--- src/rtl/imem_load_ctrl.sv ---
// Instruction-memory port sequencer: shares the program memory between CPU fetch and a
// UART byte-stream download that rebuilds the program from address 0, then restarts the CPU.
module imem_load_ctrl #(
  parameter int ADDR_W       = 14,
  parameter int TIMEOUT      = 100000,
  parameter int DRAIN_CYCLES = 2
) (
  input  logic              clk,
  input  logic              rst,
  input  logic              load_req,
  input  logic              rx_valid,
  input  logic [7:0]        rx_data,
  input  logic [ADDR_W-1:0] fetch_addr,
  output logic [ADDR_W-1:0] mem_addr,
  output logic [31:0]       mem_wdata,
  output logic              mem_we,
  output logic              cpu_hold,
  output logic              cpu_restart,
  output logic              loading,
  output logic [ADDR_W:0]   word_count,
  output logic              overflow
);

  localparam int TW = (TIMEOUT > 2) ? $clog2(TIMEOUT) : 1;
  localparam int DW = (DRAIN_CYCLES > 2) ? $clog2(DRAIN_CYCLES) : 1;
  localparam logic [TW-1:0] TIMER_LAST = TW'(TIMEOUT - 1);
  localparam logic [DW-1:0] DRAIN_LAST = DW'(DRAIN_CYCLES - 1);

  typedef enum logic [2:0] {
    ST_RUN     = 3'd0,
    ST_DRAIN   = 3'd1,
    ST_LOAD    = 3'd2,
    ST_FLUSH   = 3'd3,
    ST_RESTART = 3'd4
  } state_t;

  state_t            state_q, state_d;
  logic [ADDR_W-1:0] waddr_q, waddr_d;
  logic [31:0]       mem_wdata_q, mem_wdata_d;
  logic              mem_we_q, mem_we_d;
  logic              cpu_hold_q, cpu_hold_d;
  logic              cpu_restart_q, cpu_restart_d;
  logic [ADDR_W:0]   word_count_q, word_count_d;
  logic              overflow_q, overflow_d;
  logic [1:0]        byte_idx_q, byte_idx_d;
  logic [31:0]       word_q, word_d;
  logic [TW-1:0]     timer_q, timer_d;
  logic [DW-1:0]     drain_cnt_q, drain_cnt_d;
  logic              got_byte_q, got_byte_d;
  logic              load_req_q, load_req_d;
  logic              commit_s;
  logic [31:0]       commit_word_s;

  // Next-state and next-output computation for the whole sequencer.
  always_comb begin
    state_d       = state_q;
    waddr_d       = waddr_q;
    mem_wdata_d   = mem_wdata_q;
    mem_we_d      = 1'b0;
    cpu_restart_d = 1'b0;
    word_count_d  = word_count_q;
    overflow_d    = overflow_q;
    byte_idx_d    = byte_idx_q;
    word_d        = word_q;
    timer_d       = timer_q;
    drain_cnt_d   = drain_cnt_q;
    got_byte_d    = got_byte_q;
    load_req_d    = load_req;
    commit_s      = 1'b0;
    commit_word_s = 32'h0000_0000;

    case (state_q)
      ST_RUN: begin
        if (load_req && !load_req_q) begin
          state_d      = ST_DRAIN;
          word_count_d = '0;
          overflow_d   = 1'b0;
          byte_idx_d   = 2'd0;
          word_d       = 32'h0000_0000;
          timer_d      = '0;
          drain_cnt_d  = '0;
          got_byte_d   = 1'b0;
        end else begin
          state_d = ST_RUN;
        end
      end
      ST_DRAIN: begin
        if (drain_cnt_q == DRAIN_LAST) begin
          state_d = ST_LOAD;
        end else begin
          drain_cnt_d = drain_cnt_q + DW'(1);
        end
      end
      ST_LOAD: begin
        if (rx_valid) begin
          got_byte_d = 1'b1;
          timer_d    = '0;
          byte_idx_d = byte_idx_q + 2'd1;
          if (byte_idx_q == 2'd3) begin
            commit_s      = 1'b1;
            commit_word_s = {rx_data, word_q[23:0]};
            word_d        = 32'h0000_0000;
          end else begin
            word_d[{byte_idx_q, 3'b000} +: 8] = rx_data;
          end
        end else if (got_byte_q) begin
          timer_d = timer_q + TW'(1);
        end else begin
          timer_d = timer_q;
        end
        // A byte coinciding with terminal count keeps the download alive.
        if (!load_req || (!rx_valid && got_byte_q && timer_q == TIMER_LAST)) begin
          state_d = ST_FLUSH;
          if (byte_idx_d != 2'd0) begin
            commit_s      = 1'b1;
            commit_word_s = word_d;
            byte_idx_d    = 2'd0;
            word_d        = 32'h0000_0000;
          end else begin
            commit_s = commit_s;
          end
        end else begin
          state_d = ST_LOAD;
        end
      end
      ST_FLUSH: begin
        state_d       = ST_RESTART;
        cpu_restart_d = 1'b1;
      end
      ST_RESTART: begin
        state_d = ST_RUN;
      end
      default: begin
        state_d = ST_RUN;
      end
    endcase

    // Word count saturates at full memory; further words only raise overflow.
    if (commit_s) begin
      if (word_count_q[ADDR_W]) begin
        overflow_d = 1'b1;
      end else begin
        mem_we_d     = 1'b1;
        mem_wdata_d  = commit_word_s;
        waddr_d      = word_count_q[ADDR_W-1:0];
        word_count_d = word_count_q + (ADDR_W+1)'(1);
      end
    end else begin
      mem_we_d = 1'b0;
    end

    cpu_hold_d = (state_d != ST_RUN);
  end

  // State and registered outputs.
  always_ff @(posedge clk or negedge rst) begin
    if (!rst) begin
      state_q       <= ST_RUN;
      waddr_q       <= '0;
      mem_wdata_q   <= 32'h0000_0000;
      mem_we_q      <= 1'b0;
      cpu_hold_q    <= 1'b0;
      cpu_restart_q <= 1'b0;
      word_count_q  <= '0;
      overflow_q    <= 1'b0;
      byte_idx_q    <= 2'd0;
      word_q        <= 32'h0000_0000;
      timer_q       <= '0;
      drain_cnt_q   <= '0;
      got_byte_q    <= 1'b0;
      load_req_q    <= 1'b0;
    end else begin
      state_q       <= state_d;
      waddr_q       <= waddr_d;
      mem_wdata_q   <= mem_wdata_d;
      mem_we_q      <= mem_we_d;
      cpu_hold_q    <= cpu_hold_d;
      cpu_restart_q <= cpu_restart_d;
      word_count_q  <= word_count_d;
      overflow_q    <= overflow_d;
      byte_idx_q    <= byte_idx_d;
      word_q        <= word_d;
      timer_q       <= timer_d;
      drain_cnt_q   <= drain_cnt_d;
      got_byte_q    <= got_byte_d;
      load_req_q    <= load_req_d;
    end
  end

  // Fetch owns the address with zero latency while running.
  assign mem_addr    = (state_q == ST_RUN) ? fetch_addr : waddr_q;
  assign mem_wdata   = mem_wdata_q;
  assign mem_we      = mem_we_q;
  assign cpu_hold    = cpu_hold_q;
  assign cpu_restart = cpu_restart_q;
  assign loading     = (state_q != ST_RUN);
  assign word_count  = word_count_q;
  assign overflow    = overflow_q;

endmodule
--- config.mk ---
export PLATFORM = sky130hd
export DESIGN_NAME = imem_load_ctrl
export DESIGN_NICKNAME = d
export VERILOG_FILES = /design/src/rtl/imem_load_ctrl.sv
export SDC_FILE = /design/constraint.sdc
export NUM_CORES = 1
export LEC_CHECK = 0
export CAP_MARGIN = 25
export CORE_ASPECT_RATIO = 1.75
export CORE_MARGIN = 3
export CORE_UTILIZATION = 45
export CTS_CLUSTER_DIAMETER = 50
export DETAILED_ROUTE_END_ITERATION = 10
export PLACE_DENSITY = 0.76
export SETUP_SLACK_MARGIN = 0.3
export SLEW_MARGIN = 30
export SYNTH_ARGS = -nofsm -noshare
export SYNTH_HDL_FRONTEND = slang
export SYNTH_SLANG_ARGS = --single-unit
--- constraint.sdc ---
create_clock -name clk -period 3.6 [get_ports clk]
set_clock_uncertainty 0.15 [all_clocks]
set_input_delay 0.54 -clock clk [delete_from_list [all_inputs] [get_ports clk]]
set_output_delay 0.54 -clock clk [all_outputs]
set_load 0.1 [all_outputs]
==> results.txt <==
status: completed
Clock Latency Late Sink: 410 ps
crit path from: byte_idx_q[1]$_DFFE_PN0P_
CP max FO: 36
Die Wd: 93.3 µm
dpl hpwl: 11.1 mm
Avg WL per Cell: 17.8 µm
count leader, synth: dfrtp_1
layout cells sized above 1: 0.130
setup slack, reg-to-reg: 570 ps
Avg Cell Area, Syn: 9.63 µm²
die area: 14800 µm²
global-route track usage on met3: 0.0479
GRT Total Usage: 0.225
DRC: 0
Yosys top cell by area: dfrtp_1
initial antenna violation count: 0
post-synthesis net count: 658
Total Power: 6.34 mW
Worst EP required: 3800 ps
vias in the first global route: 5448
H-tree levels: 4
Total Routed Length: 15.9 mm
Worst-path clk slew: 50 ps
Synth Flop Type: dfrtp_1
dpl ws: 360 ps
Synth Register Bits: 122
relative slew slack: 0.335
largest net degree at the start of global routing: 59
setup bufs post-CTS: 0
CP endpoint kind: flip-flop
final core occ: 0.592
DR pass1 iterations: 5
Syn Std Cell Area: 6010 µm²
endpoints failing setup: 0
cts repair resizes: 0
vias post-DR: 5231
crit path to: word_count[3]$_DFF_PN0_
core area: 13000 µm²
VDD IR max: 0.358 mV
reg2reg path depth: 9
period utilization: 0.841
clock root cell: clkbuf_16
fraction of registers with async set/reset: 1.00
Max-Cap Viols: 0
setup TNS: 0 ps
startpoint types: flip-flop
Nets: 749
Hold Vio Cnt, Final: 0
clk buf depth: 2
ranking of synthesized cells by area: dfrtp_1, nand2_1, a22o_1
GR peak layer: met2
Achievable Freq: 0.330 GHz
CTS tree: yes
remaining antenna violation count: 0
Leak: 3.46 nW
EDFF count, synth: 0
Max Slew Vio Count: 0
RR Startpoint: byte_idx_q[1]$_DFFE_PN0P_
Area Overhead vs Synth: 28.2%
pwr/cell area: 823 nW/µm²
iteration-0 DRC count of the detailed router: 332
I/O pin count: 92
CTS Hold Bufs: 0
# clock sinks: 122
met1 Resource Use GR: 0.258
die height: 159 µm
synth unique cells: 57
global-route wire length before repair: 26.7 mm
Syn Inst Count: 624
Ys Warns: 0
Seq/Total Area, Yosys: 0.508
Final min period: 3030 ps
commonest cells in the netlist: dfrtp_1, nand2_1, nor2_1
n_diodes: 0
grt met2 use: 0.390
top cell type's share of synthesized area: 0.508
CP Class: reg2reg
Initial Util: 0.462
final setup margin: 572 ps
Crit path arrival time: 3220 ps
end of the worst register-to-register path: word_count[3]$_DFF_PN0_
Via density: 5.84
Filler cells: 1069
total global routing overflow: 0
GPL Wtd Cong: 0.842
CTS Buf Count: 17
Worst Hold Class: in2async
RSZ-0062 raised after global routing: false
Slew @ Worst Pin: 995 ps
FP Rows: 55
I/O Buffers: 91
==> power by group <==
group | switching, mW | leakage (nW) | internal [mW]
logic | 2.15 | 1.50 | 0.695
registers | 0.169 | 1.66 | 1.58
clock network | 0.589 | 0.296 | 1.17
==> worst min path at each step <==
stage | from | end
after floorplan | rst | byte_idx_q[0]$_DFFE_PN0P_
after global placement | waddr_q[1]$_DFFE_PN0P_ | waddr_q[1]$_DFFE_PN0P_
after CTS | rst | word_count[13]$_DFF_PN0_
after detailed placement | waddr_q[0]$_DFFE_PN0P_ | waddr_q[0]$_DFFE_PN0P_
final | rst | word_count[13]$_DFF_PN0_
after global routing | rst | word_count[13]$_DFF_PN0_
==> critical path: stages (launching register included) <==
cell	delay, ps
dfrtp_1	460
inv_1	120
ha_1	390
and3b_1	230
nor3_1	350
o21a_1	340
o21bai_4	170
buf_4	270
or3_1	390
nand3_1	70
==> metal layers <==
metal | vias up | routed length (µm)
met5 | - | 0
met4 | 0 | 480
met3 | 36 | 810
met1 | 2576 | 6130
met2 | 200 | 8520
li1 | 2419 | -
==> cell type report <==
type                       count  area (µm²)  area share
clock inverter                 7         115      0.0149
multi-input combinational    451        2730       0.354
sequential                   122        3050       0.396
tap                          171         214      0.0278
inverter                      14        55.1     0.00715
timing repair buffer         109        1040       0.135
clock buffer                  22         494      0.0642
==> cell families (layout without fill, tap and decap cells) <==
kind of cell    Yosys count  in the layout  synth area share
xor+xnor                  9              9            0.0131
mux                      19             19            0.0346
buf+inv                  51            152            0.0410
simple gates            256            256             0.207
fa+ha+maj                 8              8            0.0167
compound gates          159            159             0.180
flops                   122            122             0.508
==> state kept, by name (all words and copies together), names as in the netlist <==
signal / flops
byte_idx_q: 2
cpu_hold: 1
cpu_restart: 1
drain_cnt_q: 1
got_byte_q: 1
load_req_q: 1
mem_wdata: 32
mem_we: 1
overflow: 1
state_q: 3
timer_q: 17
waddr_q: 14
word_count: 15
word_q: 32
==> through the flow <==
| step | hold slack, ps | cell area (µm²) | cells |
|---|---|---|---|
| 6_report | 37.6 | 7700 | 896 |
| 5_1_grt | 78.4 | 7700 | 896 |
| 4_1_cts | 53.8 | 7700 | 896 |
| 3_5_place_dp | 313 | 7090 | 867 |
| 3_3_place_gp | 309 | 7090 | 867 |
| 2_1_floorplan | 94.4 | 6010 | 624 |
==> layout by cell type (no fill, tap or decap), types with 8 or more instances in the layout <==
master,netlist,layout
a21oi_1,31,30
a22o_1,32,32
a22oi_1,19,19
a31oi_1,10,9
and3_1,11,11
buf_4,3,31
clkbuf_16,0,17
clkdlybuf4s50_1,0,75
dfrtp_1,122,122
ha_1,8,8
inv_1,13,13
mux2_2,14,14
nand2_1,94,94
nand3_1,23,23
nand4_1,9,9
nor2_1,69,69
nor3_1,8,8
o21ai_0,27,27
xnor2_1,9,9
Power figures use the tool's default switching activity.
